<file path="src/rtl/fetch_unit_pkg.sv">
// Shared widths, instruction decode patterns (common with dispatch) and the fetch state type.
// Conditional-branch prediction policy is selected by FETCH_BTFN_PREDICT_EN in fetch_unit.
`ifndef INSNBITS_SIZE
`define INSNBITS_SIZE 32
`endif
`ifndef GPR_SIZE
`define GPR_SIZE 64
`endif

package fetch_unit_pkg;

  localparam int INSN_W = `INSNBITS_SIZE;
  localparam int GPR_W  = `GPR_SIZE;

  // Mask/pattern pairs: a word is of a class when (word & MASK) == PAT.
  localparam logic [31:0] B_MASK     = 32'hFC00_0000;
  localparam logic [31:0] B_PAT      = 32'h1400_0000;
  localparam logic [31:0] BL_PAT     = 32'h9400_0000;
  localparam logic [31:0] BCOND_MASK = 32'hFF00_0010;
  localparam logic [31:0] BCOND_PAT  = 32'h5400_0000;
  localparam logic [31:0] CB_MASK    = 32'h7F00_0000;
  localparam logic [31:0] CBZ_PAT    = 32'h3400_0000;
  localparam logic [31:0] CBNZ_PAT   = 32'h3500_0000;
  localparam logic [31:0] HLT_MASK   = 32'hFFE0_001F;
  localparam logic [31:0] HLT_PAT    = 32'hD440_0000;

  typedef enum logic [0:0] {
    FETCH_RUN,
    FETCH_HALTED
  } fetch_state_t;

  function automatic logic insn_matches(input logic [31:0] word,
                                        input logic [31:0] mask,
                                        input logic [31:0] pat);
    return (word & mask) == pat;
  endfunction

endpackage

</file>
<file path="src/rtl/fetch_predecode.sv">
// Combinational predecode of one instruction word: branch class, halt, branch target and
// the not-taken-view alternate PC (pc+4 for B/BL/other, the target for conditional branches).
module fetch_predecode
  import fetch_unit_pkg::*;
(
  input  logic [INSN_W-1:0] insn,
  input  logic [GPR_W-1:0]  pc,
  output logic              is_uncond,
  output logic              is_cond,
  output logic              is_halt,
  output logic [GPR_W-1:0]  target,
  output logic [GPR_W-1:0]  branch_PC
);

  logic [GPR_W-1:0] disp26;
  logic [GPR_W-1:0] disp19;
  logic [GPR_W-1:0] pc_plus4;

  assign disp26   = {{(GPR_W-28){insn[25]}}, insn[25:0], 2'b00};
  assign disp19   = {{(GPR_W-21){insn[23]}}, insn[23:5], 2'b00};
  assign pc_plus4 = pc + GPR_W'(4);

  always_comb begin
    is_uncond = insn_matches(insn, B_MASK, B_PAT) || insn_matches(insn, B_MASK, BL_PAT);
    is_cond   = insn_matches(insn, BCOND_MASK, BCOND_PAT) ||
                insn_matches(insn, CB_MASK, CBZ_PAT) ||
                insn_matches(insn, CB_MASK, CBNZ_PAT);
    is_halt   = insn_matches(insn, HLT_MASK, HLT_PAT);
    target    = pc_plus4;
    if (is_uncond) begin
      target = pc + disp26;
    end else if (is_cond) begin
      target = pc + disp19;
    end
    branch_PC = is_cond ? target : pc_plus4;
  end

endmodule

</file>
<file path="src/rtl/fetch_unit.sv">
// Fetch stage: PC generation, 1-cycle imem read, 1-entry skid, static B/BL prediction, HLT.
// Build option FETCH_BTFN_PREDICT_EN predicts backward conditional branches taken.
module fetch_unit
  import fetch_unit_pkg::*;
#(
  parameter logic [63:0] RESET_PC   = 64'h0,
  parameter int          INSN_WIDTH = INSN_W,
  parameter int          PC_WIDTH   = GPR_W
) (
  input  logic                  in_clk,
  input  logic                  in_rst,
  input  logic                  in_stall,
  input  logic                  in_redirect_valid,
  input  logic [PC_WIDTH-1:0]   in_redirect_pc,
  output logic                  out_imem_req,
  output logic [PC_WIDTH-1:0]   out_imem_addr,
  input  logic [INSN_WIDTH-1:0] in_imem_rdata,
  output logic                  out_reg_done,
  output logic [INSN_WIDTH-1:0] out_reg_insnbits,
  output logic [PC_WIDTH-1:0]   out_reg_pc,
  output logic [PC_WIDTH-1:0]   out_reg_branch_PC,
  output logic                  out_reg_halted
);

  // Dispatch handshake: out_reg_done is a one-cycle valid with no ready of its own;
  // in_stall acts as the inverse ready. While in_stall is high nothing is emitted, no new
  // request is made, and a response that lands is parked in the skid register.

  fetch_state_t state;

  logic [PC_WIDTH-1:0]   fetch_pc;

  logic                  inf_valid;
  logic                  inf_squash;
  logic [PC_WIDTH-1:0]   inf_pc;

  logic                  skid_valid;
  logic [INSN_WIDTH-1:0] skid_insn;
  logic [PC_WIDTH-1:0]   skid_pc;

  logic                  resp_live;
  logic                  emit_valid;
  logic [INSN_WIDTH-1:0] emit_insn;
  logic [PC_WIDTH-1:0]   emit_pc;

  logic                  pd_uncond;
  logic                  pd_cond;
  logic                  pd_halt;
  logic                  pd_taken;
  logic [PC_WIDTH-1:0]   pd_target;
  logic [PC_WIDTH-1:0]   pd_branch_pc;
  logic [PC_WIDTH-1:0]   emit_branch_pc;

  assign out_imem_req  = (state == FETCH_RUN) && !in_stall;
  assign out_imem_addr = fetch_pc;

  // The skid entry is always older than any live response, so it goes first.
  assign resp_live  = inf_valid && !inf_squash;
  assign emit_valid = skid_valid || resp_live;
  assign emit_insn  = skid_valid ? skid_insn : in_imem_rdata;
  assign emit_pc    = skid_valid ? skid_pc : inf_pc;

  fetch_predecode u_predecode (
    .insn      (emit_insn),
    .pc        (emit_pc),
    .is_uncond (pd_uncond),
    .is_cond   (pd_cond),
    .is_halt   (pd_halt),
    .target    (pd_target),
    .branch_PC (pd_branch_pc)
  );

`ifdef FETCH_BTFN_PREDICT_EN
  // Backward conditional branches (sign bit of imm19 set) are redirected like B.
  assign pd_taken = pd_uncond || (pd_cond && emit_insn[23]);
`else
  logic unused_pd_cond;
  assign unused_pd_cond = pd_cond;
  assign pd_taken       = pd_uncond;
`endif

  // A predicted-taken branch reports its fall-through as the alternate path.
  assign emit_branch_pc = pd_taken ? (emit_pc + PC_WIDTH'(4)) : pd_branch_pc;

  always_ff @(posedge in_clk) begin
    if (in_rst) begin
      state             <= FETCH_RUN;
      fetch_pc          <= RESET_PC;
      inf_valid         <= 1'b0;
      inf_squash        <= 1'b0;
      inf_pc            <= '0;
      skid_valid        <= 1'b0;
      skid_insn         <= '0;
      skid_pc           <= '0;
      out_reg_done      <= 1'b0;
      out_reg_insnbits  <= '0;
      out_reg_pc        <= '0;
      out_reg_branch_PC <= '0;
      out_reg_halted    <= 1'b0;
    end else if (in_redirect_valid) begin
      state          <= FETCH_RUN;
      fetch_pc       <= in_redirect_pc;
      inf_valid      <= 1'b0;
      inf_squash     <= 1'b0;
      skid_valid     <= 1'b0;
      out_reg_done   <= 1'b0;
      out_reg_halted <= 1'b0;
    end else if (state == FETCH_HALTED) begin
      inf_valid    <= 1'b0;
      skid_valid   <= 1'b0;
      out_reg_done <= 1'b0;
    end else if (in_stall) begin
      // No request goes out while stalled, so at most one response needs parking.
      inf_valid    <= 1'b0;
      out_reg_done <= 1'b0;
      if (resp_live) begin
        skid_valid <= 1'b1;
        skid_insn  <= in_imem_rdata;
        skid_pc    <= inf_pc;
      end
    end else begin
      out_reg_done <= emit_valid;
      if (emit_valid) begin
        out_reg_insnbits  <= emit_insn;
        out_reg_pc        <= emit_pc;
        out_reg_branch_PC <= emit_branch_pc;
      end
      skid_valid <= 1'b0;
      inf_valid  <= 1'b1;
      inf_pc     <= fetch_pc;
      // The request made alongside a taken branch or HLT is on the wrong path.
      inf_squash <= emit_valid && (pd_taken || pd_halt);
      if (emit_valid && pd_taken) begin
        fetch_pc <= pd_target;
      end else begin
        fetch_pc <= fetch_pc + PC_WIDTH'(4);
      end
      if (emit_valid && pd_halt) begin
        state          <= FETCH_HALTED;
        out_reg_halted <= 1'b1;
      end
    end
  end

endmodule
</file>
<file path="config.mk">
export PLATFORM = sky130hd
export DESIGN_NAME = fetch_unit
export DESIGN_NICKNAME = d
export VERILOG_FILES = /design/src/rtl/fetch_unit_pkg.sv /design/src/rtl/fetch_predecode.sv /design/src/rtl/fetch_unit.sv
export SDC_FILE = /design/constraint.sdc
export NUM_CORES = 1
export LEC_CHECK = 0
export CORE_MARGIN = 2
export CORE_UTILIZATION = 40
export DETAILED_ROUTE_END_ITERATION = 6
export PLACE_DENSITY_LB_ADDON = 0.2
export SLEW_MARGIN = 20
export SYNTH_ARGS = -nofsm -noshare
export SYNTH_HDL_FRONTEND = slang
export SYNTH_HIERARCHICAL = 1
export SYNTH_SLANG_ARGS = --single-unit
export TNS_END_PERCENT = 10
</file>
<file path="constraint.sdc">
create_clock -name in_clk -period 12.4 [get_ports in_clk]
set_clock_uncertainty 0.15 [all_clocks]
set_input_delay 1.86 -clock in_clk [delete_from_list [all_inputs] [get_ports in_clk]]
set_output_delay 1.86 -clock in_clk [all_outputs]
set_load 0.005 [all_outputs]
</file>
==> impl_metrics.ini <==
[layout]
post-route-util_pct = 47.4
final_common_cell = nand2_1
fin_nets = 4517
area_growth_pct = 17.7
n_antenna_cell = 0
layout-drive-gt1-share_pct = 5.61
layout_common_cells = nand2_1 (723), a21oi_1 (507), dfxtp_1 (389), clkdlybuf4s50_1 (324), nor2_1 (285)

[sta]
max_freq_ghz = 0.149
max_slew.worst_pin.slew_ns = 1.13
tns_ns = 0
slew_headroom_pct = 23.6
rsz0062_at_grt = no
post-route-min-period_ns = 6.73
finalSetupViolCount = 0
holdWs_ns = 0.302
final_hold_viol_count = 0
period_share_pct = 54.3
drv_slew = 0

[die]
design.portCount = 327
num_rows = 100
die_h_um = 277
initial_core_util_pct = 40.3
core_sq_um = 74200
dieWidth_um = 277
fp.dieArea_sq_um = 76900

[global_routing]
track_usage_pct = 32.1
grt_max_degree = 165
antenna_found_initial = 2
grt_pass1_vias = 29000
grt_pass1_wl_mm = 190
grt.overflow.total = 0

[critical_path]
required_ns = 12.78
endpoint_kind = flop
worstPathMaxFanout = 70
critical_path_class = reg -> reg
cp_top_family = compound AO/OA/AOI/OAI gates
crit_top_cell = a21oi_1
crit_arrival_ns = 7.11
crit_slowest_cell = buf_4
crit_chain = buf_4 > mux2i_1 > inv_1 > ha_1 > fa_1 > a211oi_1 > o21ai_1 > nand4_1 > a31oi_1 > a22oi_1 > a21oi_1 > o31ai_1 > mux2i_1 > a211oi_1 > and3_1 > nand3_1 > a21oi_1 > a21oi_1 > o221ai_1
path_buf_inv = 2
cp-start-kind = flop
cpPeakStageDelay_ns = 0.80

[hold_path]
hold_path.class = reg -> reg

[placed_design]
portBuffers = 326
post-dp-hpwl_mm = 98.3
routabilityCongestion = 1.03

[clocking]
clkTransAtPathRegs_ns = 0.06
root_buffer = clkbuf_16
postCtsHoldBufs = 0
cts_resized = 0
cts.sinks = 390
cts_inserted_buffers = 48
clockBufferDepth = 3
clock_latency_ns = 0.62
htreeDepth = 2
postCtsSetupBuffers = 0
cts_tree = built

[yosys]
synth_edf_count = 0
async_flop_share_pct = 0
yosysSeqAreaShare_pct = 26.1
synth_ff_type = dfxtp_1
ys_ff_latch = 390
syn_area_sq_um = 29900
syn_area_per_cell_sq_um = 7.17
netlist-cell-type-count = 107
syn_nets = 4394
synthCells = 4168
yosys_warnings = 6

[detailed_routing]
ant_nets = 0
first_pass_iters = 7
via_per_inst = 6.10
avgRoutedWirePerCell_um = 24.5
drc_errors = 8
vias = 32300
drtIter0Drc = 4038
wirelength_mm = 130

[status]
status = finished with violations
violations = design-rule violations

[power_and_ir_drop]
vdd_drop_max_mv = 0.0947
powerDensity_nw_per_um2 = 96.3
power_leakage_nw = 12.9
power_mw = 3.39

[run]
drv_cap = 0
-- cells in the mapped netlist, types with 7 or more instances --
cell type	instances	area [sq um]
nand2_1	724	2720
o21bai_1	28	210
mux2_2	62	698
o21ai_0	173	866
nor4_1	24	150
a211oi_1	114	856
a21oi_1	508	2540
or3_1	27	169
a21o_1	74	556
xnor2_1	143	1250
and4_1	20	175
nor3_1	95	475
xor2_1	88	771
nand4b_1	11	96.3
nor2b_1	18	113
buf_4	15	113
a221oi_1	15	131
clkbuf_1	226	848
nand3_1	177	886
a211o_1	7	61.3
o211ai_1	24	180
inv_1	106	398
o21a_1	17	128
ha_1	124	1550
buf_1	24	90.1
nand4_1	98	613
o31ai_1	12	90.1
nand2b_1	16	100
a22oi_1	22	165
nand3b_1	32	240
dfxtp_1	390	7810
o22ai_1	33	206
and3_1	77	482
o21ai_1	41	205
or4_1	10	75.1
and2_1	19	119
nor2_1	286	1070
buf_2	24	120
mux2i_1	83	831
a31oi_1	32	200
a21boi_0	8	60.1
-- logic make-up (layout without fill, tap and decap cells) --
family | after synthesis | after routing | synth area share (%)
compound gates | 1198 | 1198 | 24.6
mux | 147 | 147 | 5.20
buf+inv | 406 | 567 | 5.55
simple gates | 1670 | 1670 | 26.4
flops | 390 | 390 | 26.1
fa+ha+maj | 126 | 126 | 5.32
xor+xnor | 231 | 231 | 6.77
-- report_power, final --
| group | internal (mW) | switching (mW) | total, mW |
|---|---|---|---|
| registers | 1.28 | 0.0469 | 1.33 |
| logic | 0.207 | 0.342 | 0.549 |
| clock network | 0.884 | 0.626 | 1.51 |
| total | 2.37 | 1.01 | 3.39 |
-- area by class of cell --
type,instances,area (sq um)
clock buffer,68,1380
clock inverter,20,288
multi-input combinational,3372,20500
tap,969,1210
inverter,110,413
sequential,390,7810
timing repair buffer,369,3600
fill,7500,39000
-- registers in the layout (all words and copies together) (netlist names) --
| name | flops |
|---|---|
| skid_pc | 64 |
| out_reg_halted | 1 |
| out_reg_branch_PC | 64 |
| inf_pc | 64 |
| state | 1 |
| skid_valid | 1 |
| inf_squash | 1 |
| inf_valid | 1 |
| out_imem_addr | 64 |
| skid_insn | 32 |
| out_reg_insnbits | 32 |
| out_reg_pc | 64 |
| out_reg_done | 1 |
-- final timing paths --
path	slack [ns]	to	from	depth (start not counted)
setup / recovery	5.67	out_imem_addr[62]	skid_valid	19
hold / removal	0.30	skid_insn[31]	skid_insn[31]	2
setup reg to reg	5.67	out_imem_addr[62]	skid_valid	19
hold reg to reg	0.30	skid_insn[31]	skid_insn[31]	2
-- routing by layer --
metal	GRT usage [%]	part of all wire (%)	up-vias	routed length (um)
li1	-	-	15200	-
met1	47.8	46	15400	60100
met2	46.1	41	1498	53000
met3	7.09	10	175	12900
met4	8.42	2.7	4	3530
met5	0	0.018	-	23
-- per-stage QoR --
stage / cell area (sq um) / cells / setup WS, ns
after global placement: 33500 / 5210 / 5.29
after detailed placement: 33500 / 5210 / 5.33
after global routing: 35200 / 5298 / 5.40
after CTS: 35200 / 5298 / 5.84
final: 35200 / 5298 / 5.67
after floorplan: 29900 / 4168 / 6.66
-- tightest hold or removal path, cell delays in order, from the launching register on --
cell and delay (ns):
dfxtp_1 0.30, nand2_1 0.05, a21oi_1 0.05
Note: power is estimated with default switching activity, not from simulation.
